## config.mk

```make
export PLATFORM = sky130hd
export DESIGN_NAME = instr_encoder
export DESIGN_NICKNAME = d
export VERILOG_FILES = /design/src/rtl/instr_encoder.sv
export SDC_FILE = /design/constraint.sdc
export NUM_CORES = 1
export LEC_CHECK = 0
export ABC_CLOCK_PERIOD_IN_PS = 3700
export BUFFER_PORTS_ARGS = -buffer_cell sky130_fd_sc_hd__buf_4
export CORE_MARGIN = 3
export CORE_UTILIZATION = 54
export DETAILED_ROUTE_END_ITERATION = 7
export GPL_TIMING_DRIVEN = 0
export PLACE_DENSITY = 0.84
export SLEW_MARGIN = 10
export SYNTH_ARGS = -nofsm -noshare
export SYNTH_HDL_FRONTEND = slang
export SYNTH_SLANG_ARGS = --single-unit
```

## constraint.sdc

```tcl
create_clock -name clk -period 3.7 [get_ports clk]
set_input_delay 0 -clock clk [delete_from_list [all_inputs] [get_ports clk]]
set_output_delay 0 -clock clk [all_outputs]
set_load 0.02 [all_outputs]
```

## src/rtl/instr_encoder.sv

```systemverilog
// instr_encoder: turns abstract RV32I commands into machine words and streams them into instruction RAM.
// Define INSTR_ENC_RANGE_CHECK_EN to reject immediates that do not fit their field (err_code 10).
module instr_encoder #(
    parameter int ADDR_W    = 12,
    parameter int BASE_ADDR = 0
) (
    input  logic              clk,
    input  logic              rst_n,
    input  logic              clr,
    input  logic              in_valid,
    output logic              in_ready,
    input  logic [5:0]        in_op,
    input  logic [4:0]        in_rd,
    input  logic [4:0]        in_rs1,
    input  logic [4:0]        in_rs2,
    input  logic [31:0]       in_imm,
    input  logic              in_last,
    output logic              mem_we,
    output logic [ADDR_W-1:0] mem_addr,
    output logic [31:0]       mem_wdata,
    output logic [ADDR_W:0]   count,
    output logic              done,
    output logic              err,
    output logic [1:0]        err_code
);

    typedef enum logic [2:0] {IDLE, ENC, WR, DONE, ERR} state_t;
    typedef enum logic [2:0] {F_R, F_I, F_SH, F_S, F_B, F_U, F_J, F_BAD} fmt_t;

    localparam logic [ADDR_W-1:0] BASE      = ADDR_W'(BASE_ADDR);
    localparam logic [ADDR_W-1:0] ADDR_ONE  = ADDR_W'(1);
    localparam logic [ADDR_W:0]   COUNT_ONE = (ADDR_W + 1)'(1);

    localparam logic [6:0] OPC_LUI    = 7'b0110111;
    localparam logic [6:0] OPC_AUIPC  = 7'b0010111;
    localparam logic [6:0] OPC_JAL    = 7'b1101111;
    localparam logic [6:0] OPC_JALR   = 7'b1100111;
    localparam logic [6:0] OPC_BRANCH = 7'b1100011;
    localparam logic [6:0] OPC_LOAD   = 7'b0000011;
    localparam logic [6:0] OPC_STORE  = 7'b0100011;
    localparam logic [6:0] OPC_OPIMM  = 7'b0010011;
    localparam logic [6:0] OPC_OP     = 7'b0110011;
    localparam logic [6:0] F7_ALT     = 7'b0100000;

    state_t            state, state_nxt;
    logic              ready_q;
    logic [ADDR_W-1:0] addr_q;
    logic [31:0]       wdata_q;
    logic [ADDR_W:0]   count_q;
    logic [1:0]        code_q, code_nxt;

    logic [5:0]         op_p0;
    logic [4:0]         rd_p0, rs1_p0, rs2_p0;
    logic signed [31:0] imm_p0;
    logic               last_p0;

    fmt_t        fmt_p0;
    logic [31:0] word_p0;
    logic        range_bad;
    logic        accept;

    function automatic fmt_t op_fmt(input logic [5:0] op);
        if (op <= 6'd1)       return F_U;
        else if (op == 6'd2)  return F_J;
        else if (op == 6'd3)  return F_I;
        else if (op <= 6'd9)  return F_B;
        else if (op <= 6'd14) return F_I;
        else if (op <= 6'd17) return F_S;
        else if (op <= 6'd23) return F_I;
        else if (op <= 6'd26) return F_SH;
        else if (op <= 6'd36) return F_R;
        else                  return F_BAD;
    endfunction

    // Field placement; register slots a format does not use stay zero.
    function automatic logic [31:0] encode(input fmt_t fmt, input logic [5:0] op,
                                           input logic [4:0] rd, input logic [4:0] rs1,
                                           input logic [4:0] rs2, input logic signed [31:0] imm);
        logic [6:0]  opc;
        logic [2:0]  f3;
        logic [6:0]  f7;
        logic [31:0] w;
        opc = 7'd0;
        f3  = 3'd0;
        f7  = 7'd0;
        case (op)
            6'd0:  opc = OPC_LUI;
            6'd1:  opc = OPC_AUIPC;
            6'd2:  opc = OPC_JAL;
            6'd3:  opc = OPC_JALR;
            6'd4:  begin opc = OPC_BRANCH; f3 = 3'b000; end
            6'd5:  begin opc = OPC_BRANCH; f3 = 3'b001; end
            6'd6:  begin opc = OPC_BRANCH; f3 = 3'b100; end
            6'd7:  begin opc = OPC_BRANCH; f3 = 3'b101; end
            6'd8:  begin opc = OPC_BRANCH; f3 = 3'b110; end
            6'd9:  begin opc = OPC_BRANCH; f3 = 3'b111; end
            6'd10: begin opc = OPC_LOAD;   f3 = 3'b000; end
            6'd11: begin opc = OPC_LOAD;   f3 = 3'b001; end
            6'd12: begin opc = OPC_LOAD;   f3 = 3'b010; end
            6'd13: begin opc = OPC_LOAD;   f3 = 3'b100; end
            6'd14: begin opc = OPC_LOAD;   f3 = 3'b101; end
            6'd15: begin opc = OPC_STORE;  f3 = 3'b000; end
            6'd16: begin opc = OPC_STORE;  f3 = 3'b001; end
            6'd17: begin opc = OPC_STORE;  f3 = 3'b010; end
            6'd18: begin opc = OPC_OPIMM;  f3 = 3'b000; end
            6'd19: begin opc = OPC_OPIMM;  f3 = 3'b010; end
            6'd20: begin opc = OPC_OPIMM;  f3 = 3'b011; end
            6'd21: begin opc = OPC_OPIMM;  f3 = 3'b100; end
            6'd22: begin opc = OPC_OPIMM;  f3 = 3'b110; end
            6'd23: begin opc = OPC_OPIMM;  f3 = 3'b111; end
            6'd24: begin opc = OPC_OPIMM;  f3 = 3'b001; end
            6'd25: begin opc = OPC_OPIMM;  f3 = 3'b101; end
            6'd26: begin opc = OPC_OPIMM;  f3 = 3'b101; f7 = F7_ALT; end
            6'd27: begin opc = OPC_OP;     f3 = 3'b000; end
            6'd28: begin opc = OPC_OP;     f3 = 3'b000; f7 = F7_ALT; end
            6'd29: begin opc = OPC_OP;     f3 = 3'b001; end
            6'd30: begin opc = OPC_OP;     f3 = 3'b010; end
            6'd31: begin opc = OPC_OP;     f3 = 3'b011; end
            6'd32: begin opc = OPC_OP;     f3 = 3'b100; end
            6'd33: begin opc = OPC_OP;     f3 = 3'b101; end
            6'd34: begin opc = OPC_OP;     f3 = 3'b101; f7 = F7_ALT; end
            6'd35: begin opc = OPC_OP;     f3 = 3'b110; end
            6'd36: begin opc = OPC_OP;     f3 = 3'b111; end
            default: ;
        endcase
        case (fmt)
            F_R:     w = {f7, rs2, rs1, f3, rd, opc};
            F_I:     w = {imm[11:0], rs1, f3, rd, opc};
            F_SH:    w = {f7, imm[4:0], rs1, f3, rd, opc};
            F_S:     w = {imm[11:5], rs2, rs1, f3, imm[4:0], opc};
            F_B:     w = {imm[12], imm[10:5], rs2, rs1, f3, imm[4:1], imm[11], opc};
            F_U:     w = {imm[31:12], rd, opc};
            F_J:     w = {imm[20], imm[10:1], imm[11], imm[19:12], rd, opc};
            default: w = 32'd0;
        endcase
        return w;
    endfunction

`ifdef INSTR_ENC_RANGE_CHECK_EN
    function automatic logic imm_in_range(input fmt_t fmt, input logic signed [31:0] imm);
        case (fmt)
            F_I, F_S: return (imm >= -32'sd2048) && (imm <= 32'sd2047);
            F_SH:     return (imm >= 32'sd0) && (imm <= 32'sd31);
            F_B:      return (imm >= -32'sd4096) && (imm <= 32'sd4095) && !imm[0];
            F_J:      return (imm >= -32'sd1048576) && (imm <= 32'sd1048575) && !imm[0];
            F_U:      return imm[11:0] == 12'd0;
            default:  return 1'b1;
        endcase
    endfunction
`endif

    always_comb begin
        fmt_p0  = op_fmt(op_p0);
        word_p0 = encode(fmt_p0, op_p0, rd_p0, rs1_p0, rs2_p0, imm_p0);
`ifdef INSTR_ENC_RANGE_CHECK_EN
        range_bad = !imm_in_range(fmt_p0, imm_p0);
`else
        range_bad = 1'b0;
`endif
    end

    assign accept = (state == IDLE) && in_valid && ready_q && !clr;

    // Illegal op outranks a bad immediate, which outranks a full address space.
    always_comb begin
        state_nxt = state;
        code_nxt  = 2'b00;
        case (state)
            IDLE: if (in_valid && ready_q) state_nxt = ENC;
            ENC: begin
                if (fmt_p0 == F_BAD)     code_nxt = 2'b01;
                else if (range_bad)      code_nxt = 2'b10;
                else if (count_q[ADDR_W]) code_nxt = 2'b11;
                state_nxt = (code_nxt == 2'b00) ? WR : ERR;
            end
            WR:      state_nxt = last_p0 ? DONE : IDLE;
            default: ;
        endcase
        if (clr) state_nxt = IDLE;
    end

    always_ff @(posedge clk or negedge rst_n) begin
        if (!rst_n) begin
            state   <= IDLE;
            ready_q <= 1'b0;
            addr_q  <= BASE;
            wdata_q <= 32'd0;
            count_q <= '0;
            code_q  <= 2'b00;
        end else begin
            state   <= state_nxt;
            ready_q <= (state_nxt == IDLE);
            if (clr) begin
                addr_q  <= BASE;
                count_q <= '0;
                code_q  <= 2'b00;
            end else begin
                if (state == WR) begin
                    addr_q  <= addr_q + ADDR_ONE;
                    count_q <= count_q + COUNT_ONE;
                end
                if (state == ENC && code_nxt != 2'b00) code_q <= code_nxt;
                if (state == ENC && state_nxt == WR) wdata_q <= word_p0;
            end
        end
    end

    // Stage 0: command capture
    always_ff @(posedge clk) begin
        if (accept) begin
            op_p0   <= in_op;
            rd_p0   <= in_rd;
            rs1_p0  <= in_rs1;
            rs2_p0  <= in_rs2;
            imm_p0  <= in_imm;
            last_p0 <= in_last;
        end
    end

    assign in_ready  = ready_q;
    assign mem_we    = (state == WR);
    assign mem_addr  = addr_q;
    assign mem_wdata = wdata_q;
    assign count     = count_q;
    assign done      = (state == DONE);
    assign err       = (state == ERR);
    assign err_code  = code_q;

endmodule

```

==> metrics.cfg <==
[run_status]
status = finished clean

[clock_network]
root_buffer = clkbuf_8
cts_sinks = 116
htree_levels = 4
clock_path_buffers = 2
clk_pin_slew_worst_paths_ps = 60
tritoncts = done
clk_latency_ps = 500
cts_inserted_buffers = 17

[detailed_routing]
ant_nets = 0
first_pass_iters = 6
routed_wirelength_mm = 13.5
avgRoutedWirePerCell_um = 17.3
detail_route.vias_per_cell = 5.62
drtIter0Drc = 327
route.detailed.drc = 0
num_vias = 4400

[worst_setup_path]
crit_family = compound AO/OA/AOI/OAI gates
cp-startpoint = op_p0[5]
startpoint_type = flip-flop
reg2reg_to = mem_wdata[26]
r2r_cells = 5
endpoint_kind = flip-flop
critical_path_buf_inv_count = 2
path_max_fanout = 10
cp.required_ps = 4090
slowest_delay_ps = 820
rr_startpoint = op_p0[5]
crit_arrival_ps = 2780
crit_end = mem_wdata[26]
path_class = flip-flop to flip-flop
cp_slowest_cell = a211oi_1
crit_chain = buf_2, buf_1, a211oi_1, a22oi_1, o21ai_0
ff2ff_setup_slack_ps = 1320
cp.depth = 5

[finish]
nNetsFinal = 701
area_delta_synth_final_pct = 43.1
num_antenna_cells = 0
finalInstanceArea_mm2 = 0.00738
nFillCells = 567
drive_above_1_share_pct = 28.0

[synthesis]
netlist_area_mm2 = 0.00516
yosys.cell_count.top_type = dfrtp_1
async_flop_share_pct = 53.4
yosysSeqAreaShare_pct = 61.5
synth-edff-count = 54
ys.flop_type = dfrtp_1
synth.distinct_cells = 65
synth_seq_cells = 116
synth_area_leaders = edfxtp_1 31%, dfrtp_1 30%, nor2_1 3.6%
synth_top_area_share_pct = 31.4
synth_fp_nets = 505
ys.warnings.count = 0
synth_area_per_cell_um2 = 11.6
ys_top_cells_by_count = 62 x dfrtp_1, 54 x edfxtp_1, 49 x nor2_1
netlist_instances = 445
synth_top_area_cell = edfxtp_1

[sta]
clock_skew_ps = 9.05
max_slew_margin_pct = 34.9
setup_viol = 0
clock.fmax_mhz = 419
max_slew.worst_pin.slew_ps = 970
timing.setup.tns_ps = 0
finalHoldViolCount = 0
rsz0062_at_grt = false
hold_ws_ps = 115
finalWorstSetupSlack_ps = 1320
min_period_ps = 2380
finalMaxSlewViolations = 0
fin_crit_sh_pct = 64.4

[min_path]
hold_class = input pin to asynchronous set/reset pin

[grt]
grt_pass1_vias = 4468
grt_overflow = 0
grt_pass1_wl_mm = 21.9
grtUsageTotal_pct = 25.4
antenna_found_initial = 0
grt_start_max_net_pins = 63

[floorplanning]
core_region_area_mm2 = 0.00928
fp.dieH_um = 104
row_count = 35
die_x_um = 104
die_area_mm2 = 0.0108
initial_core_util_pct = 55.6
io_pins = 121

[placement]
hpwl_mm = 8.93
place_area_mm2 = 0.00624
dp_slack_ps = 1470
place.gp.congestion = 0.922
portBuffers = 120

[pwr]
leakage_uw = 0.00318
p_per_area_mw_per_mm2 = 597
power.total_uw = 4410
irDropWorstVdd_mv = 0.350

[run]
drv_cap = 0

report_power, final:
group	internal, uW	total, uW	switching, uW
Sequential	1600	1730	130
Clock	1020	1590	578
Combinational	474	1080	606
layer usage:
metal | global-route usage (%) | vias to the layer above | share of wire, %
met5 | 0 | - | 0
met4 | 9.21 | 0 | 2.3
met3 | 6.11 | 34 | 6.3
met2 | 44.7 | 202 | 52
met1 | 30.6 | 2120 | 40
li1 | - | 2044 | -
per-stage QoR:
stage,instances,utilization (%)
finish,783,79.5
global route,783,79.5
CTS,783,79.5
detailed placement,695,67.3
global placement,694,67.0
floorplan,445,-
area by class of cell:
type / instances / area, um^2 / area share, %
repair buffers: 177 / 1480 / 20.1
well taps: 129 / 161 / 2.19
clock inverters: 15 / 165 / 2.24
multi-input cells: 294 / 1810 / 24.5
plain buffers: 27 / 148 / 2.00
inverters: 8 / 30.0 / 0.407
flip-flops and latches: 116 / 3170 / 43.0
clock buffers: 17 / 414 / 5.61
worst min-delay path by stage:
stage | start | to | depth (start not counted)
floorplan | rst_n | count[0] | 0
global route | rst_n | mem_wdata[18] | 2
global placement | rst_n | mem_wdata[18] | 1
finish | rst_n | mem_wdata[18] | 2
detailed placement | rst_n | mem_wdata[17] | 1
CTS | rst_n | mem_wdata[18] | 2
worst reg2reg max path, stage by stage (launching register included):
cell      delay [ps]
edfxtp_1         470
buf_2            230
buf_1            260
a211oi_1         820
a22oi_1          200
o21ai_0          290
cells in the final DEF, fill, tap and decap left out, types with 4 or more instances in the layout:
master | Yosys | layout
mux2i_1 | 7 | 7
nand2_1 | 36 | 36
a31oi_1 | 4 | 4
a211oi_1 | 4 | 4
clkbuf_1 | 7 | 7
a221oi_1 | 7 | 7
inv_1 | 8 | 8
nand2b_1 | 7 | 7
buf_2 | 12 | 12
nor2_1 | 49 | 49
nand4_1 | 6 | 6
xnor2_1 | 5 | 5
or3_1 | 8 | 8
a221o_1 | 5 | 5
nor2b_1 | 4 | 4
clkinv_2 | 0 | 5
dlygate4sd3_1 | 0 | 56
o21ai_1 | 4 | 4
xor2_1 | 14 | 14
a21oi_1 | 20 | 20
a22oi_1 | 6 | 6
dfrtp_1 | 62 | 62
and3_1 | 6 | 5
and2_1 | 6 | 6
buf_4 | 2 | 122
nand3_1 | 8 | 8
edfxtp_1 | 54 | 54
and4_1 | 4 | 4
o21ai_0 | 27 | 27
clkbuf_16 | 0 | 16
clkinvlp_4 | 0 | 5
timing repair:
action	4_1_cts	5_1_grt
hold endpoints to repair	117	0
hold buffers	56	0
setup buffers	0	0
resized for setup	0	0
cell families (layout without fill, tap and decap cells):
kind of cell	count (synthesis)	in the layout	synth area share (%)
xor+xnor	19	19	3.22
fa+ha+maj	2	2	0.485
mux	7	7	1.36
flops	116	116	61.5
buf+inv	35	244	3.44
compound gates	107	107	14.0
simple gates	159	159	16.0
registers in the layout, summed over array words and instances (netlist names):
signal	count
last_p0	1
imm_p0	32
op_p0	6
rs2_p0	5
state	3
rd_p0	5
mem_wdata	31
in_ready	1
err_code	2
rs1_p0	5
mem_addr	12
count	13
Power figures use the tool's default switching activity.
